<file path="config.mk">
export PLATFORM = sky130hd
export DESIGN_NAME = uart_rx_deframer
export DESIGN_NICKNAME = d
export VERILOG_FILES = /design/src/rtl/uart_pkg.sv /design/src/rtl/uart_baud_tick.sv /design/src/rtl/uart_rx_deframer.sv
export SDC_FILE = /design/constraint.sdc
export NUM_CORES = 1
export LEC_CHECK = 0
export CORE_UTILIZATION = 53
export CTS_BUF_LIST = sky130_fd_sc_hd__clkbuf_8
export CTS_CLUSTER_DIAMETER = 40
export DETAILED_ROUTE_END_ITERATION = 10
export GPL_TIMING_DRIVEN = 0
export PLACE_DENSITY_LB_ADDON = 0.08
export SYNTH_ARGS = -nofsm -noshare
export SYNTH_HDL_FRONTEND = slang
export SYNTH_SLANG_ARGS = --single-unit
export TNS_END_PERCENT = 50
</file>
<file path="constraint.sdc">
create_clock -name clk -period 2.8 [get_ports clk]
set_input_delay 0.7 -clock clk [delete_from_list [all_inputs] [get_ports clk]]
set_output_delay 0.7 -clock clk [all_outputs]
set_load 0.01 [all_outputs]
</file>
<file path="src/rtl/uart_pkg.sv">
// ---------------------------------------------------------------------------
// uart_pkg: shared definitions for the UART receive deframer and the TX
// command FSM.
//   - uart_state_e : receiver state encoding (IDLE/START/DATA/STOP)
//   - RATE_*       : ASCII bit-rate select codes ('1', '5', 'A')
//   - CMD_*        : ASCII command characters (m/M, f/F, c/C)
//   - is_rate_code : true when a byte is one of the three rate codes
// ---------------------------------------------------------------------------
package uart_pkg;

    typedef enum logic [1:0] {
        ST_IDLE  = 2'd0,
        ST_START = 2'd1,
        ST_DATA  = 2'd2,
        ST_STOP  = 2'd3
    } uart_state_e;

    // Width of the oversample divisor counter.
    localparam int DIV_W = 16;

    localparam logic [7:0] RATE_1 = 8'h31;
    localparam logic [7:0] RATE_5 = 8'h35;
    localparam logic [7:0] RATE_A = 8'h41;

    localparam logic [7:0] CMD_M_UP = 8'h4D;
    localparam logic [7:0] CMD_M_LO = 8'h6D;
    localparam logic [7:0] CMD_F_UP = 8'h46;
    localparam logic [7:0] CMD_F_LO = 8'h66;
    localparam logic [7:0] CMD_C_UP = 8'h43;
    localparam logic [7:0] CMD_C_LO = 8'h63;

    function automatic logic is_rate_code(input logic [7:0] code);
        return (code == RATE_1) || (code == RATE_5) || (code == RATE_A);
    endfunction

endpackage

</file>
<file path="src/rtl/uart_baud_tick.sv">
// ---------------------------------------------------------------------------
// uart_baud_tick: divisor counter producing a one-cycle tick every DIV clocks.
//   clk   in  system clock
//   reset in  asynchronous active-low reset
//   clr   in  restart the count at 0 on the next clock
//   div   in  clocks per tick (expected >= 2)
//   tick  out high while the counter sits at div-1
// ---------------------------------------------------------------------------
module uart_baud_tick
    import uart_pkg::*;
(
    input  logic             clk,
    input  logic             reset,
    input  logic             clr,
    input  logic [DIV_W-1:0] div,
    output logic             tick
);

    logic [DIV_W-1:0] cnt_q;
    logic [DIV_W-1:0] cnt_d;

    // >= rather than == so that a divisor shrinking while the count is
    // above the new terminal value wraps immediately instead of running
    // through the full counter range.
    assign tick = (cnt_q >= (div - DIV_W'(1)));

    always_comb begin
        cnt_d = cnt_q + DIV_W'(1);
        if (clr || tick) begin
            cnt_d = '0;
        end
    end

    always_ff @(posedge clk or negedge reset) begin
        if (!reset) begin
            cnt_q <= '0;
        end else begin
            cnt_q <= cnt_d;
        end
    end

endmodule

</file>
<file path="src/rtl/uart_rx_deframer.sv">
// ---------------------------------------------------------------------------
// uart_rx_deframer: 8N1 UART receiver with 16x oversampling.
//   clk        in  system clock
//   reset      in  asynchronous active-low reset
//   iRX        in  asynchronous serial line, idle high
//   iRATE      in  ASCII rate code ('1', '5', 'A'); sampled only in IDLE
//   oDATA      out last correctly framed byte, held until the next good frame
//   oVALID     out one-cycle strobe when oDATA updates
//   oFRAME_ERR out one-cycle strobe when the stop bit is sampled low
//   oBUSY      out high from start detection until return to IDLE
//   oDBG_STATE out current receiver state (uart_state_e encoding)
//
// Output strobes: oVALID and oFRAME_ERR are mutually exclusive, last exactly
// one cycle, carry no back-pressure, and oDATA is stable while oVALID is high.
// ---------------------------------------------------------------------------
module uart_rx_deframer
    import uart_pkg::*;
#(
    parameter int OVS_DIV_1 = 326,
    parameter int OVS_DIV_5 = 54,
    parameter int OVS_DIV_A = 27
) (
    input  logic       clk,
    input  logic       reset,
    input  logic       iRX,
    input  logic [7:0] iRATE,
    output logic [7:0] oDATA,
    output logic       oVALID,
    output logic       oFRAME_ERR,
    output logic       oBUSY,
    output logic [1:0] oDBG_STATE
);

    uart_state_e      state_q, state_d;
    logic             rx_s1_q, rx_s2_q;
    logic [7:0]       rate_q, rate_d;
    logic [3:0]       tcnt_q, tcnt_d;
    logic [2:0]       bitcnt_q, bitcnt_d;
    logic [7:0]       shift_q, shift_d;
    logic [7:0]       data_q, data_d;
    logic             valid_q, valid_d;
    logic             ferr_q, ferr_d;
    logic             armed_q, armed_d;

    logic [DIV_W-1:0] div;
    logic             tick;
    logic             rx_sync;
    logic             start_det;
    logic             mid_start;
    logic             data_sample;
    logic             stop_sample;
    logic             busy;

    assign rx_sync = rx_s2_q;

    always_comb begin
        case (rate_q)
            RATE_5:  div = DIV_W'(OVS_DIV_5);
            RATE_A:  div = DIV_W'(OVS_DIV_A);
            default: div = DIV_W'(OVS_DIV_1);
        endcase
    end

    // Divider restarts on the start edge so every sample point is measured
    // from the detected falling edge.
    uart_baud_tick u_tick (
        .clk   (clk),
        .reset (reset),
        .clr   (start_det),
        .div   (div),
        .tick  (tick)
    );

    // ---------------- FSM: state register ----------------
    always_ff @(posedge clk or negedge reset) begin
        if (!reset) begin
            state_q <= ST_IDLE;
        end else begin
            state_q <= state_d;
        end
    end

    // ---------------- FSM: next state ----------------
    always_comb begin
        state_d = state_q;
        case (state_q)
            ST_IDLE:  if (start_det) state_d = ST_START;
            ST_START: if (mid_start) state_d = rx_sync ? ST_IDLE : ST_DATA;
            ST_DATA:  if (data_sample && (bitcnt_q == 3'd7)) state_d = ST_STOP;
            ST_STOP:  if (stop_sample) state_d = ST_IDLE;
            default:  state_d = ST_IDLE;
        endcase
    end

    // ---------------- FSM: outputs / decode ----------------
    always_comb begin
        busy        = (state_q != ST_IDLE);
        start_det   = (state_q == ST_IDLE) && armed_q && !rx_sync;
        mid_start   = (state_q == ST_START) && tick && (tcnt_q == 4'd7);
        data_sample = (state_q == ST_DATA) && tick && (tcnt_q == 4'd15);
        stop_sample = (state_q == ST_STOP) && tick && (tcnt_q == 4'd15);
    end

    // ---------------- datapath next values ----------------
    always_comb begin
        rate_d   = rate_q;
        tcnt_d   = tcnt_q;
        bitcnt_d = bitcnt_q;
        shift_d  = shift_q;
        data_d   = data_q;
        valid_d  = 1'b0;
        ferr_d   = 1'b0;
        armed_d  = armed_q;

        if ((state_q == ST_IDLE) && is_rate_code(iRATE)) begin
            rate_d = iRATE;
        end

        // Tick count: 0 on start detection and at mid start bit, so DATA
        // and STOP see their 16th tick at mid-bit.
        if (start_det || mid_start) begin
            tcnt_d = 4'd0;
        end else if (busy && tick) begin
            tcnt_d = tcnt_q + 4'd1;
        end

        if (mid_start) begin
            bitcnt_d = 3'd0;
        end else if (data_sample) begin
            bitcnt_d = bitcnt_q + 3'd1;
        end

        // LSB first: each new bit enters at the top and moves down.
        if (data_sample) begin
            shift_d = {rx_sync, shift_q[7:1]};
        end

        if (stop_sample) begin
            if (rx_sync) begin
                valid_d = 1'b1;
                data_d  = shift_q;
            end else begin
                ferr_d  = 1'b1;
            end
        end

        // A framing error disarms until the line has been seen idle again,
        // so a stuck-low line cannot produce a stream of bogus frames.
        if (stop_sample && !rx_sync) begin
            armed_d = 1'b0;
        end else if (rx_sync) begin
            armed_d = 1'b1;
        end
    end

    // ---------------- datapath registers ----------------
    always_ff @(posedge clk or negedge reset) begin
        if (!reset) begin
            rx_s1_q  <= 1'b1;
            rx_s2_q  <= 1'b1;
            rate_q   <= RATE_1;
            tcnt_q   <= 4'd0;
            bitcnt_q <= 3'd0;
            shift_q  <= 8'h00;
            data_q   <= 8'h00;
            valid_q  <= 1'b0;
            ferr_q   <= 1'b0;
            armed_q  <= 1'b0;
        end else begin
            rx_s1_q  <= iRX;
            rx_s2_q  <= rx_s1_q;
            rate_q   <= rate_d;
            tcnt_q   <= tcnt_d;
            bitcnt_q <= bitcnt_d;
            shift_q  <= shift_d;
            data_q   <= data_d;
            valid_q  <= valid_d;
            ferr_q   <= ferr_d;
            armed_q  <= armed_d;
        end
    end

    assign oDATA      = data_q;
    assign oVALID     = valid_q;
    assign oFRAME_ERR = ferr_q;
    assign oBUSY      = busy;
    assign oDBG_STATE = state_q;

endmodule

</file>
==> results.md <==
- Area growth syn-to-layout: 22.8%
- Logic pwr share: 18.8%
- Final setup fails: 0
- Commonest non-fill, non-tap cell in the layout: dfrtp_1
- Area contributors post-synth: dfrtp_1 (50%), mux2_2 (9.1%), ha_1 (6.1%)
- Number of port buffers: 23
- Clock Tree Buf Depth: 2
- Gr ovfl total: 0
- Remaining DRCs: 0
- Top_reg_cell synth: dfrtp_1
- Psw: 488 uW
- Final worst path period share: 96.9%
- Overall Global Routing Usage: 19.9%
- Ys Warns: 0
- WL/cell: 14.8 microns
- Fin Clk Skew: 0.00714 ns
- Busiest grt layer: met2
- Worst path arrival time: 2.91 ns
- Simple-gate area share of the yosys netlist: 15.8%
- DR vias: 1684
- N_diodes: 0
- Initial antenna violation count: 0
- Row cnt: 24
- Final Util: 68.8%
- Max-cap viol count: 0
- CP peak stage delay: 0.54 ns
- Post-synthesis mux area share: 9.50%
- Slowest CP cell: dfstp_2
- GPL Wtd Cong: 0.851
- Final ANT Viol Nets: 0
- Final HPWL DP: 3.27 mm
- Fin nets: 271
- Mapped cell area: 2470 sq um
- P_leak: 1.41 nW
- Num CTS Buffers: 5
- Die Y: 70.3 microns
- Die area: 4950 sq um
- Buf/Inv on CP: 2
- Most frequent cells in the layout: dfrtp_1 (49), clkdlybuf4s50_1 (22), mux2_2 (20)
- Asr flop ratio synth: 100%
- H-tree Lvls: 2
- Pre-antenna DRT Iters: 4
- Starting Density: 56.1%
- Grt met2 use: 33.8%
- Vias in the first global route: 1718
- Layout cell share with drive strength beyond 1: 24.5%
- Hold Fails Final Rpt: 0
- Critical Path End Type: register
- Synthesized area per cell: 12.0 sq um
- Vias per std cell: 5.59
- Hold buffers post-CTS: 0
- DP Cell Count: 288
- Pwr Total: 1.75 mW
- Largest net degree at the start of global routing: 37
- Seq/Total Area, Yosys: 54.9%
- Yosys top cell by area: dfrtp_1
- P per Cell Area: 577 nW/um^2
- CTS tree: yes
- Yosys cell types: 39
- Fill cells: 325
- First-pass GRT wire length: 7.66 mm
- Post-route insts no fill: 301
- Clock latency on the worst-skew pair: 0.31 ns
- Worst-path clk slew: 0.10 ns
- Post-route minimum period: 2.71 ns
- Synth Register Bits: 54
- HP Class: input port to asynchronous set/reset pin
- Max-slew violation count: 0
- Run status: finished clean
- EDFF count, synth: 0
- Critical Path RT: 3.00 ns
- Crit-path cells: nor4b_4 > nand4_1 > buf_4 > ha_1 > nand4b_1 > a311o_1 > nand2_4 > nand3_4 > buf_6 > mux2_2
- Die width: 70.3 microns
- Initial DRC Count: 80
- Adder-Cell Fraction of Synth Area: 6.07%
- Maximum VDD drop: 0.000446 V
- CTS Sinks: 54
- Io pins: 24
- Pint: 1.27 mW
- XOR/XNOR share of the synthesized area: 2.83%
- Clock share of power: 29.8%
- Worst Path Class, Setup: register to register
- Post-synth top area share: 49.5%
- Worst-path maximum fanout: 5
- Critical path startpoint category: register
- Largest family of logic cells by synthesized area: simple AND/OR/NAND/NOR gates
- Core region area: 4410 sq um
- Sw frac: 27.8%
- Sequential cell fraction of total power: 51.4%
- Compound-gate portion of the synthesized area: 8.19%
- Met1 usage: 24.1%
- Post-Syn Instances: 207
- M3 GR Usage: 5.19%
- Root buffer cell: clkbuf_8
- Cell family with most CP delay: simple AND/OR/NAND/NOR gates
- Drt total wl: 4.44 mm
- Maximum clock frequency: 369 MHz
[through the flow]
stage	cell area (sq um)	setup TNS, ns	worst slack, ns	hold slack (ns)
2_1_floorplan	2490	0	0.0946	0.345
3_3_place_gp	2790	-21.03	-0.363	0.349
3_5_place_dp	2800	-4.90	-0.286	0.350
4_1_cts	2940	0	0.00444	0.332
5_1_grt	3040	-0.102	-0.0167	0.336
6_report	3040	0	0.0879	0.326
[cell type report]
class / instances / area (sq um) / area share (%)
plain buffers: 3 / 26.3 / 0.865
clock buffers: 5 / 68.8 / 2.26
clock inverters: 3 / 43.8 / 1.44
inverters: 10 / 37.5 / 1.24
multi-input cells: 145 / 1150 / 38.0
flip-flops and latches: 54 / 1360 / 44.7
well taps: 52 / 65.1 / 2.14
repair buffers: 29 / 287 / 9.43
[power groups by stage]
stage          logic, mW  clock network (mW)  registers (mW)
6_report           0.330               0.522           0.901
5_1_grt            0.367               0.569           0.911
4_1_cts            0.310               0.535           0.902
3_5_place_dp       0.305                   0           0.917
3_3_place_gp       0.283                   0           0.909
2_1_floorplan      0.193                   0           0.906
[state kept, by name (all words and copies together), names as in the netlist, 3 cells and up, named ones only]
signal and cells:
u_tick.cnt_q 16, oDATA 8, rate_q 8, shift_q 8, tcnt_q 4, bitcnt_q 3
[cell usage after synthesis (3+ instances only)]
cell	instances
a21o_1	4
a21oi_1	4
a31oi_1	4
and2_1	4
and3_1	3
dfrtp_1	49
dfstp_2	5
ha_1	12
inv_1	10
mux2_2	20
nand2_1	9
nand3_1	10
nand4_1	3
nor2_1	17
nor2b_1	6
nor4b_1	3
o21ai_0	7
o221a_2	3
xnor2_1	4
xor2_1	4
[cells by family after synthesis]
logic type	after synthesis
AND/OR/NAND/NOR	69
flip-flops	54
AO/OA/AOI/OAI	29
multiplexers	21
buffers and inverters	13
adder cells (fa/ha/maj)	12
XOR/XNOR	8
other	1
[final timing paths]
path	start	endpoint	slack (ns)	cells after the start
min reg2reg	rx_s1_q	rx_s2_q	0.36	0
max in group asynchronous	reset	rx_s1_q	1.88	2
min in group clk	rx_s1_q	rx_s2_q	0.36	0
max	rate_q[0]	shift_q[1]	0.09	10
min	reset	u_tick.cnt_q[0]	0.33	1
max reg2reg	rate_q[0]	shift_q[1]	0.09	10
[what timing repair did]
action / CTS / global route
buffers inserted: 0 / 4
resized for setup: 4 / 14
setup endpoints to repair: 38 / 33
gates cloned: 0 / 1
pin swaps: 1 / 5
[layer usage]
metal  up-vias  part of all wire [%]  wire length (microns)
met5         -                     0                      0
met4         0                   1.8                     80
met3         8                   3.3                    147
met2        33                    51                   2280
met1       839                    43                   1930
li1        804                     -                      -
Note: power is estimated with default switching activity, not from simulation.
